File: src/rtl/clock_display_pkg.sv
// Shared types and constants for the time-of-day clock and its seven-segment display.
// Segment patterns are active-low in CA..CG order, i.e. bit 6 = CA and bit 0 = CG.
package clock_display_pkg;

    typedef enum logic [1:0] {
        RUN     = 2'd0,
        SET_HR  = 2'd1,
        SET_MIN = 2'd2
    } state_t;

    localparam logic [6:0] SEG_0     = 7'b0000001;
    localparam logic [6:0] SEG_1     = 7'b1001111;
    localparam logic [6:0] SEG_2     = 7'b0010010;
    localparam logic [6:0] SEG_3     = 7'b0000110;
    localparam logic [6:0] SEG_4     = 7'b1001100;
    localparam logic [6:0] SEG_5     = 7'b0100100;
    localparam logic [6:0] SEG_6     = 7'b0100000;
    localparam logic [6:0] SEG_7     = 7'b0001111;
    localparam logic [6:0] SEG_8     = 7'b0000000;
    localparam logic [6:0] SEG_9     = 7'b0000100;
    localparam logic [6:0] SEG_E     = 7'b0110000;
    localparam logic [6:0] SEG_BLANK = 7'b1111111;

    // Field maxima as BCD tens/units pairs
    localparam logic [3:0] SEC_MAX_T  = 4'd5;
    localparam logic [3:0] SEC_MAX_U  = 4'd9;
    localparam logic [3:0] MIN_MAX_T  = 4'd5;
    localparam logic [3:0] MIN_MAX_U  = 4'd9;
    localparam logic [3:0] HR24_MAX_T = 4'd2;
    localparam logic [3:0] HR24_MAX_U = 4'd3;
    localparam logic [3:0] HR12_MAX_T = 4'd1;
    localparam logic [3:0] HR12_MAX_U = 4'd2;

endpackage

File: src/rtl/clock_display_ctrl_seg7_decode.sv
// Combinational BCD digit to active-low seven-segment pattern; any non-BCD value shows "E".
module seg7_decode
    import clock_display_pkg::*;
(
    input  logic [3:0] i_bcd,
    output logic [6:0] o_seg
);

    always_comb begin
        o_seg = SEG_E;
        case (i_bcd)
            4'd0:    o_seg = SEG_0;
            4'd1:    o_seg = SEG_1;
            4'd2:    o_seg = SEG_2;
            4'd3:    o_seg = SEG_3;
            4'd4:    o_seg = SEG_4;
            4'd5:    o_seg = SEG_5;
            4'd6:    o_seg = SEG_6;
            4'd7:    o_seg = SEG_7;
            4'd8:    o_seg = SEG_8;
            4'd9:    o_seg = SEG_9;
            default: o_seg = SEG_E;
        endcase
    end

endmodule

File: src/rtl/clock_display_ctrl.sv
// BCD time-of-day clock with button set mode, plus a 4-digit multiplexed display driver.
// Everything runs on one clock; the seconds and scan rates come from enable counters.
module clock_display_ctrl
    import clock_display_pkg::*;
#(
    parameter int CLK_HZ   = 50_000_000,
    parameter int SCAN_HZ  = 1000,
    parameter bit MODE_12H = 1'b0
) (
    input  logic       i_clk,
    input  logic       i_rst_n,
    input  logic       i_btn_mode,
    input  logic       i_btn_inc,
    input  logic       i_view_sel,
    output logic [3:0] o_an,
    output logic [6:0] o_seg,
    output logic       o_dp,
    output logic       o_sec_tick
);

    localparam int SCAN_DIV = CLK_HZ / SCAN_HZ;
    localparam int PRE_W    = $clog2(CLK_HZ);
    localparam int SCAN_W   = (SCAN_DIV > 1) ? $clog2(SCAN_DIV) : 1;

    localparam logic [PRE_W-1:0]  PRE_LAST  = PRE_W'(CLK_HZ - 1);
    localparam logic [PRE_W-1:0]  PRE_HALF  = PRE_W'(CLK_HZ / 2);
    localparam logic [SCAN_W-1:0] SCAN_LAST = SCAN_W'(SCAN_DIV - 1);

    localparam logic [3:0] HR_MAX_T = MODE_12H ? HR12_MAX_T : HR24_MAX_T;
    localparam logic [3:0] HR_MAX_U = MODE_12H ? HR12_MAX_U : HR24_MAX_U;
    localparam logic [3:0] HR_MIN_U = MODE_12H ? 4'd1 : 4'd0;
    localparam logic [3:0] HR_RST_T = MODE_12H ? 4'd1 : 4'd0;
    localparam logic [3:0] HR_RST_U = MODE_12H ? 4'd2 : 4'd0;

    // Increment a two-digit BCD field, wrapping from its maximum to its minimum.
    function automatic logic [7:0] bcd_inc(
        input logic [3:0] tens,
        input logic [3:0] units,
        input logic [3:0] max_t,
        input logic [3:0] max_u,
        input logic [3:0] min_u
    );
        if (tens == max_t && units == max_u)
            bcd_inc = {4'd0, min_u};
        else if (units == 4'd9)
            bcd_inc = {tens + 4'd1, 4'd0};
        else
            bcd_inc = {tens, units + 4'd1};
    endfunction

    state_t              r_state;
    logic [PRE_W-1:0]    r_pre;
    logic [SCAN_W-1:0]   r_scan_cnt;
    logic [1:0]          r_idx;
    logic [3:0]          r_hr_t, r_hr_u, r_mn_t, r_mn_u, r_sc_t, r_sc_u;
    logic                r_pm;
    logic                r_sec_tick;
    logic [3:0]          r_an;
    logic [6:0]          r_seg;
    logic                r_dp;

    logic       w_wrap, w_sec_max, w_min_max, w_hr_eleven;
    logic [7:0] w_sec_inc, w_min_inc, w_hr_inc;
    logic       w_half, w_left, w_show_mmss, w_blank, w_dp_n;
    logic [3:0] w_digit;
    logic [6:0] w_seg_dec;

    assign w_wrap      = (r_pre == PRE_LAST);
    assign w_sec_max   = ({r_sc_t, r_sc_u} == {SEC_MAX_T, SEC_MAX_U});
    assign w_min_max   = ({r_mn_t, r_mn_u} == {MIN_MAX_T, MIN_MAX_U});
    assign w_hr_eleven = ({r_hr_t, r_hr_u} == 8'h11);
    assign w_sec_inc   = bcd_inc(r_sc_t, r_sc_u, SEC_MAX_T, SEC_MAX_U, 4'd0);
    assign w_min_inc   = bcd_inc(r_mn_t, r_mn_u, MIN_MAX_T, MIN_MAX_U, 4'd0);
    assign w_hr_inc    = bcd_inc(r_hr_t, r_hr_u, HR_MAX_T, HR_MAX_U, HR_MIN_U);

    always_ff @(posedge i_clk or negedge i_rst_n) begin
        if (!i_rst_n) begin
            r_state    <= RUN;
            r_pre      <= '0;
            r_sec_tick <= 1'b0;
            r_hr_t     <= HR_RST_T;
            r_hr_u     <= HR_RST_U;
            r_mn_t     <= 4'd0;
            r_mn_u     <= 4'd0;
            r_sc_t     <= 4'd0;
            r_sc_u     <= 4'd0;
            r_pm       <= 1'b0;
        end else begin
            r_pre      <= w_wrap ? '0 : r_pre + 1'b1;
            r_sec_tick <= 1'b0;
            case (r_state)
                RUN: begin
                    // sec_tick marks advancing time, so it only pulses while running
                    if (w_wrap) begin
                        r_sec_tick       <= 1'b1;
                        {r_sc_t, r_sc_u} <= w_sec_inc;
                        if (w_sec_max) begin
                            {r_mn_t, r_mn_u} <= w_min_inc;
                            if (w_min_max) begin
                                {r_hr_t, r_hr_u} <= w_hr_inc;
                                if (MODE_12H && w_hr_eleven)
                                    r_pm <= ~r_pm;
                            end
                        end
                    end
                    if (i_btn_mode)
                        r_state <= SET_HR;
                end
                SET_HR: begin
                    if (i_btn_mode)
                        r_state <= SET_MIN;
                    else if (i_btn_inc)
                        {r_hr_t, r_hr_u} <= w_hr_inc;
                end
                SET_MIN: begin
                    if (i_btn_mode) begin
                        r_state <= RUN;
                        r_sc_t  <= 4'd0;
                        r_sc_u  <= 4'd0;
                        r_pre   <= '0;
                    end else if (i_btn_inc) begin
                        {r_mn_t, r_mn_u} <= w_min_inc;
                    end
                end
                default: r_state <= RUN;
            endcase
        end
    end

    assign w_show_mmss = (r_state == RUN) && i_view_sel;
    assign w_half      = (r_pre < PRE_HALF);
    assign w_left      = r_idx[1];
    assign w_blank     = w_half && ((r_state == SET_HR && w_left) ||
                                    (r_state == SET_MIN && !w_left));
    assign w_dp_n      = ~((r_idx == 2'd2 && r_state == RUN && w_half) ||
                           (r_idx == 2'd0 && MODE_12H && r_pm));

    always_comb begin
        w_digit = 4'd0;
        case (r_idx)
            2'd3:    w_digit = w_show_mmss ? r_mn_t : r_hr_t;
            2'd2:    w_digit = w_show_mmss ? r_mn_u : r_hr_u;
            2'd1:    w_digit = w_show_mmss ? r_sc_t : r_mn_t;
            default: w_digit = w_show_mmss ? r_sc_u : r_mn_u;
        endcase
    end

    seg7_decode u_seg7_decode (
        .i_bcd (w_digit),
        .o_seg (w_seg_dec)
    );

    always_ff @(posedge i_clk or negedge i_rst_n) begin
        if (!i_rst_n) begin
            r_scan_cnt <= '0;
            r_idx      <= 2'd3;
            r_an       <= 4'b1111;
            r_seg      <= SEG_BLANK;
            r_dp       <= 1'b1;
        end else begin
            if (r_scan_cnt == SCAN_LAST) begin
                r_scan_cnt <= '0;
                r_idx      <= r_idx - 2'd1;
            end else begin
                r_scan_cnt <= r_scan_cnt + 1'b1;
            end
            r_an  <= ~(4'b0001 << r_idx);
            r_seg <= w_blank ? SEG_BLANK : w_seg_dec;
            r_dp  <= w_dp_n;
        end
    end

    assign o_an       = r_an;
    assign o_seg      = r_seg;
    assign o_dp       = r_dp;
    assign o_sec_tick = r_sec_tick;

endmodule

File: config.mk
export PLATFORM = sky130hd
export DESIGN_NAME = clock_display_ctrl
export DESIGN_NICKNAME = d
export VERILOG_FILES = /design/src/rtl/clock_display_pkg.sv /design/src/rtl/clock_display_ctrl_seg7_decode.sv /design/src/rtl/clock_display_ctrl.sv
export SDC_FILE = /design/constraint.sdc
export NUM_CORES = 1
export LEC_CHECK = 0
export ABC_AREA = 0
export BUFFER_PORTS_ARGS = -buffer_cell sky130_fd_sc_hd__buf_2
export CORE_AREA = 2 2 111 113
export DETAILED_ROUTE_END_ITERATION = 10
export DIE_AREA = 0 0 113 115
export SLEW_MARGIN = 0
export SYNTH_ARGS = -nofsm -noshare
export SYNTH_HDL_FRONTEND = slang
export SYNTH_SLANG_ARGS = --single-unit
File: constraint.sdc
create_clock -name i_clk -period 6.6 [get_ports i_clk]
set_input_delay 0.66 -clock i_clk [delete_from_list [all_inputs] [get_ports i_clk]]
set_output_delay 0.66 -clock i_clk [all_outputs]
set_load 0.02 [all_outputs]
Word level (Yosys, flattened, before mapping)

Memory sizes are Yosys's and may differ from the RTL's.
Index checks and enable logic that the tools add are counted.

Add/subtract/negate cells: 9
Bitwise gates (word level): 2
Reductions and logical operators: 19
Shift-type cells: 1
Magnitude comparators: 1
Eq/ne operators: 27
Multiplexer cells: 49

Operators by type and width:

| operator                                                     | count |
|---|---|
| 2-to-1 mux 4 bit                                             | 25 |
| 2-to-1 mux 26 bit                                            | 3 |
| 2-to-1 mux 8 bit                                             | 6 |
| one-hot mux 4 bit (2 select lines)                           | 6 |
| adder 26 x 1 -> 26 bit, second input constant                | 1 |
| equality test 26 bit, second input constant                  | 1 |
| less-than comparator 26 x 25 -> 1 bit, second input constant | 1 |
| adder 4 x 1 -> 4 bit, second input constant                  | 6 |
| != test 2 bit, second input constant                         | 10 |
| adder 16 x 1 -> 16 bit, second input constant                | 1 |
| equality test 16 bit, second input constant                  | 1 |
| equality test 8 x 7 -> 1 bit, second input constant          | 2 |
| 2-to-1 mux 16 bit                                            | 1 |
| equality test 4 bit, second input constant                   | 3 |
| one-hot mux 4 bit (3 select lines)                           | 1 |
| logical AND 1 bit                                            | 9 |
| equality test 4 x 2 -> 1 bit, second input constant          | 2 |
| equality test 4 x 3 -> 1 bit, second input constant          | 2 |
| 2-to-1 mux 7 bit                                             | 1 |
| equality test 2 bit, second input constant                   | 3 |
| 2-to-1 mux 2 bit                                             | 3 |
| one-hot mux 2 bit (3 select lines)                           | 1 |
| AND reduction 3 bit                                          | 2 |
| AND reduction 6 bit                                          | 1 |
| other kinds (13)                                             | 16 |

Bits in read-only memories: 112
Register bits after elaboration: 83
Output and inout bits: 13
Memories kept: 1
Input bits: 5
Word-level logic and storage cells: 123

Memories:

| name            | words | width | read ports | clocked after memory_dff | write ports | line                                 | text |
|---|---|---|---|---|---|---|---|
| (no name shown) | 16    | 7     | 1          | 0                        | 0           | clock_display_ctrl_seg7_decode.sv:11 | `case (i_bcd)` |

Logic depth before layout (Yosys ltp)

Depth after elaboration: 7
Gate-level depth with buffers: 12
Mapped depth without buffers: 11

Modules after synthesis

A second synthesis with hierarchy kept.

Cell total of the unflattened synthesis: 485
Area, all modules: 4744.6 um^2

Modules (own cells, without submodules):

| module             | cells each | times used | area an instance (um^2) |
|---|---|---|---|
| clock_display_ctrl | 458        | 1          | 4558.1 |
| seg7_decode        | 27         | 1          | 186.4 |

Worst setup path after synthesis

Ideal clock, no wire load.

Kind: input-to-reg
Start point: input i_view_sel
End point: register r_seg[2], in the netlist o_seg[2]
Setup slack: 3.736 ns
Data arrival time: 2.783 ns
Stages: 9
Setup time: 0.081 ns
Cell sequence: nor3b_2 clkbuf_1 o221ai_1 a221oi_1 a21o_1 inv_1 ha_1 or3_1 o211ai_1

Longest elaborated chain between the ends: 5

Ends and longest elaborated chain:

| item                                       | line                      | text |
|---|---|---|
| start: declaration                         | clock_display_ctrl.sv:14  | `input logic i_view_sel,` |
| logical AND 1 bit *                        | clock_display_ctrl.sv:130 | `assign w_show_mmss = (r_state == RUN) && i_view_sel;` |
| 2-to-1 mux 4 bit, on equally long branches | n/a                       |  |
| one-hot mux 4 bit (3 select lines) *       | clock_display_ctrl.sv:140 | `case (r_idx)` |
| memory read (16 x 7 bit) *                 | n/a                       |  |
| 2-to-1 mux 7 bit *                         | clock_display_ctrl.sv:168 | `r_seg <= w_blank ? SEG_BLANK : w_seg_dec;` |
| end signal: assignment                     | clock_display_ctrl.sv:168 |  |
| end: declaration                           | clock_display_ctrl.sv:59  | `logic [6:0] r_seg;` |

Mark *: on every way between the ends. The rest lies on a longest branch, timed or not.
A chain may end at the register's enable or synchronous reset.

Worst setup path after layout

Start point: register r_state[0]
End point: register r_seg[2], in the netlist o_seg[2]

Longest elaborated chain between the ends: 6

Ends and longest elaborated chain:

| item                                       | line                      | text |
|---|---|---|
| start: declaration                         | clock_display_ctrl.sv:51  | `state_t r_state;` |
| start signal: assignment                   | clock_display_ctrl.sv:78  | `r_state <= RUN;` |
| start signal: assignment                   | clock_display_ctrl.sv:107 | `r_state <= SET_HR;` |
| start signal: assignment                   | clock_display_ctrl.sv:111 | `r_state <= SET_MIN;` |
| zero test 2 bit                            | clock_display_ctrl.sv:130 |  |
| logical AND 1 bit                          | clock_display_ctrl.sv:130 |  |
| 2-to-1 mux 4 bit, on equally long branches | n/a                       |  |
| one-hot mux 4 bit (3 select lines)         | clock_display_ctrl.sv:140 |  |
| memory read (16 x 7 bit)                   | n/a                       |  |
| 2-to-1 mux 7 bit *                         | clock_display_ctrl.sv:168 |  |

Marks and branches as above.

==> impl_metrics.tcl <==
set metrics [dict create \
    design.core.area_um2 11810 \
    cts_tree "yes" \
    holdBufCountCts 0 \
    powerDensity_nw_per_um2 337.4 \
    cts_setup_buffers 0 \
    synth_top_area_cell "dfrtp_1" \
    ios 18 \
    diodes 0 \
    fin_nets 529 \
    rsz0062_at_grt "false" \
    grt_max_degree 84 \
    p_leak_nw 2.278 \
    drive_gt1_share_pct 13.47 \
    ys_ff_latch 83 \
    gp_congestion 0.8347 \
    worstPathMaxFanout 17 \
    slew_headroom_pct 31.29 \
    drt_iter0_drc 219 \
    critPathKind "flip-flop to flip-flop" \
    post-route-min-period_ns 3.379 \
    fmax_mhz 296.0 \
    synthCells 481 \
    grt_pass1_wl_um 16320 \
    synth_area_um2 4612 \
    synth_edf_count 0 \
    setup_viol 0 \
    power_mw 1.738 \
    clk_latency_ns 0.34 \
    cts-root-buf "clkbuf_16" \
    cts_sinks 83 \
    via_per_inst 5.334 \
    synthTopCellsByCount "69 x dfrtp_1, 69 x nor2_1, 42 x nand2_1" \
    antenna_left 0 \
    wirelength_um 9424 \
    die_x_um 113 \
    worstPathArrival_ns 3.64 \
    required_ns 6.86 \
    h-tree-depth 3 \
    run_status "complete, but fails checks" \
    cts_buffers 9 \
    syn_nets 510 \
    initial_core_util_pct 39.05 \
    avgSynthCellArea_um2 9.588 \
    violations "DRC" \
    cts.clk_slew.worst_paths_ns 0.06 \
    antenna_found_initial 0 \
    yosysUniqueCellTypes 61 \
    hold_path.class "input port to async pin" \
    seq_area_frac_synth_pct 45.42 \
    setup_tns_ns 0 \
    drc_errors 3 \
    ir_worst_vdd_v 0.0001442 \
    final_max_slew_viol_count 0 \
    clock_path_buffers 2 \
    grt_pass1_vias 3437 \
    drv_cap 0 \
    port_buffers 17 \
    period_share_pct 51.19 \
    holdWs_ns 0.4834 \
    synth_warnings 0 \
    drt_pass1_iterations 8 \
    finClkSkew_ns 0.006769 \
    end_kind "flip-flop" \
    area_growth_pct 11.69 \
    yosys-top-cells-area "dfrtp_1 37%, dfstp_2 8.0%, ha_1 6.5%" \
    post_cts_resize_count 0 \
    wl_per_cell_um 14.45 \
    netlist.area_leader.share_pct 37.44 \
    hold_viol 0 \
    startpoint_type "flip-flop" \
    path_cells "nor3b_2, mux2_2, a221oi_1, a21o_1, inv_1, ha_1, or3_1, o211ai_1" \
    post-route-util_pct 43.61 \
    slowest_delay_ns 0.90 \
    grtUsageTotal_pct 15.77 \
    tightest_slew_ns 1.026 \
    fp.dieH_um 115 \
    vias 3478 \
    slowest_stage "nor3b_2" \
    dieArea_um2 13000 \
    async_flop_share_pct 100.0 \
    grt.overflow.total 0 \
    rows 40 \
    synthFlopType "dfrtp_1" \
    detailed_place_hpwl_um 6646 \
]
-- final cells by class --
| class | count | area [µm²] |
|---|---|---|
| Inverter | 23 | 86.33 |
| Clock buffer | 12 | 246.5 |
| Multi-Input combinational cell | 364 | 2387 |
| Sequential cell | 83 | 2095 |
| Clock inverter | 4 | 50.05 |
| Timing Repair Buffer | 19 | 102.6 |
| Tap cell | 147 | 183.9 |
| Fill cell | 1107 | 6660 |
-- registers in the layout (all words and copies together), names as in the netlist, 4 cells and up --
| register | cells |
|---|---|
| r_scan_cnt | 16 |
| r_mn_t | 4 |
| r_sc_u | 4 |
| o_seg | 7 |
| r_hr_u | 4 |
| r_sc_t | 4 |
| r_pre | 26 |
| r_mn_u | 4 |
| o_an | 4 |
| r_hr_t | 4 |
-- layer usage --
metal / wire length, µm / up-vias / track usage, %
met5: 0 / - / 0
met4: 157 / 0 / 6.098
met3: 352 / 11 / 3.795
met2: 4539 / 41 / 25.83
met1: 4375 / 1706 / 20.35
li1: - / 1720 / -
-- report_power, final --
part | switching (mW) | leakage, nW | internal, mW
Sequential | 0.135 | 1.06 | 0.615
Combinational | 0.280 | 1.08 | 0.203
Clock | 0.202 | 0.139 | 0.303
-- cells by family after synthesis --
family,count (synthesis),synth area share [%]
compound gates,71,10.80
mux,17,3.961
buf+inv,34,2.821
fa+ha+maj,24,6.511
flops,83,45.42
xor+xnor,39,7.406
simple gates,213,23.09
-- critical path: cells and delay by family, from the launching register on --
kind                     cells  cell delay [ns]
AND/OR/NAND/NOR              2             1.28
AO/OA/AOI/OAI                3             0.76
flip-flops                   1             0.57
multiplexers                 1             0.41
adder cells (fa/ha/maj)      1             0.19
buffers and inverters        1             0.08
-- cells in the final DEF, fill, tap and decap left out, types with 11 or more instances in the layout --
| master | synthesis | routed |
|---|---|---|
| dfrtp_1 | 69 | 69 |
| nand3_1 | 31 | 31 |
| o21ai_0 | 21 | 21 |
| a21oi_1 | 11 | 11 |
| inv_1 | 23 | 23 |
| nor3_1 | 11 | 11 |
| buf_2 | 2 | 16 |
| dfstp_2 | 14 | 14 |
| xnor2_1 | 17 | 17 |
| ha_1 | 24 | 24 |
| xor2_1 | 22 | 22 |
| nand2_1 | 42 | 42 |
| nor2_1 | 69 | 69 |
-- path summary, 6_finish.rpt --
path                                    startpoint                       to  slack [ns]  cells past startpoint
setup / recovery            r_state[0]$_DFFE_PN0P_       o_seg[2]$_DFF_PN1_        3.22                      8
setup reg to reg            r_state[0]$_DFFE_PN0P_       o_seg[2]$_DFF_PN1_        3.22                      8
max in group asynchronous                  i_rst_n      r_pre[17]$_DFF_PN0_        5.44                      1
hold / removal                             i_rst_n    r_hr_t[0]$_DFFE_PN0P_        0.48                      1
min in group i_clk         r_scan_cnt[0]$_DFF_PN0_  r_scan_cnt[0]$_DFF_PN0_        0.49                      1
hold reg to reg            r_scan_cnt[0]$_DFF_PN0_  r_scan_cnt[0]$_DFF_PN0_        0.49                      1
-- stage by stage --
stage | worst slack (ns) | cells | instance area [µm²]
6_report | 3.221 | 652 | 5151
5_1_grt | 2.936 | 652 | 5151
2_1_floorplan | 3.736 | 481 | 4612
4_1_cts | 3.266 | 652 | 5151
3_5_place_dp | 3.144 | 636 | 4855
3_3_place_gp | 3.229 | 636 | 4855
Power figures use the tool's default switching activity.
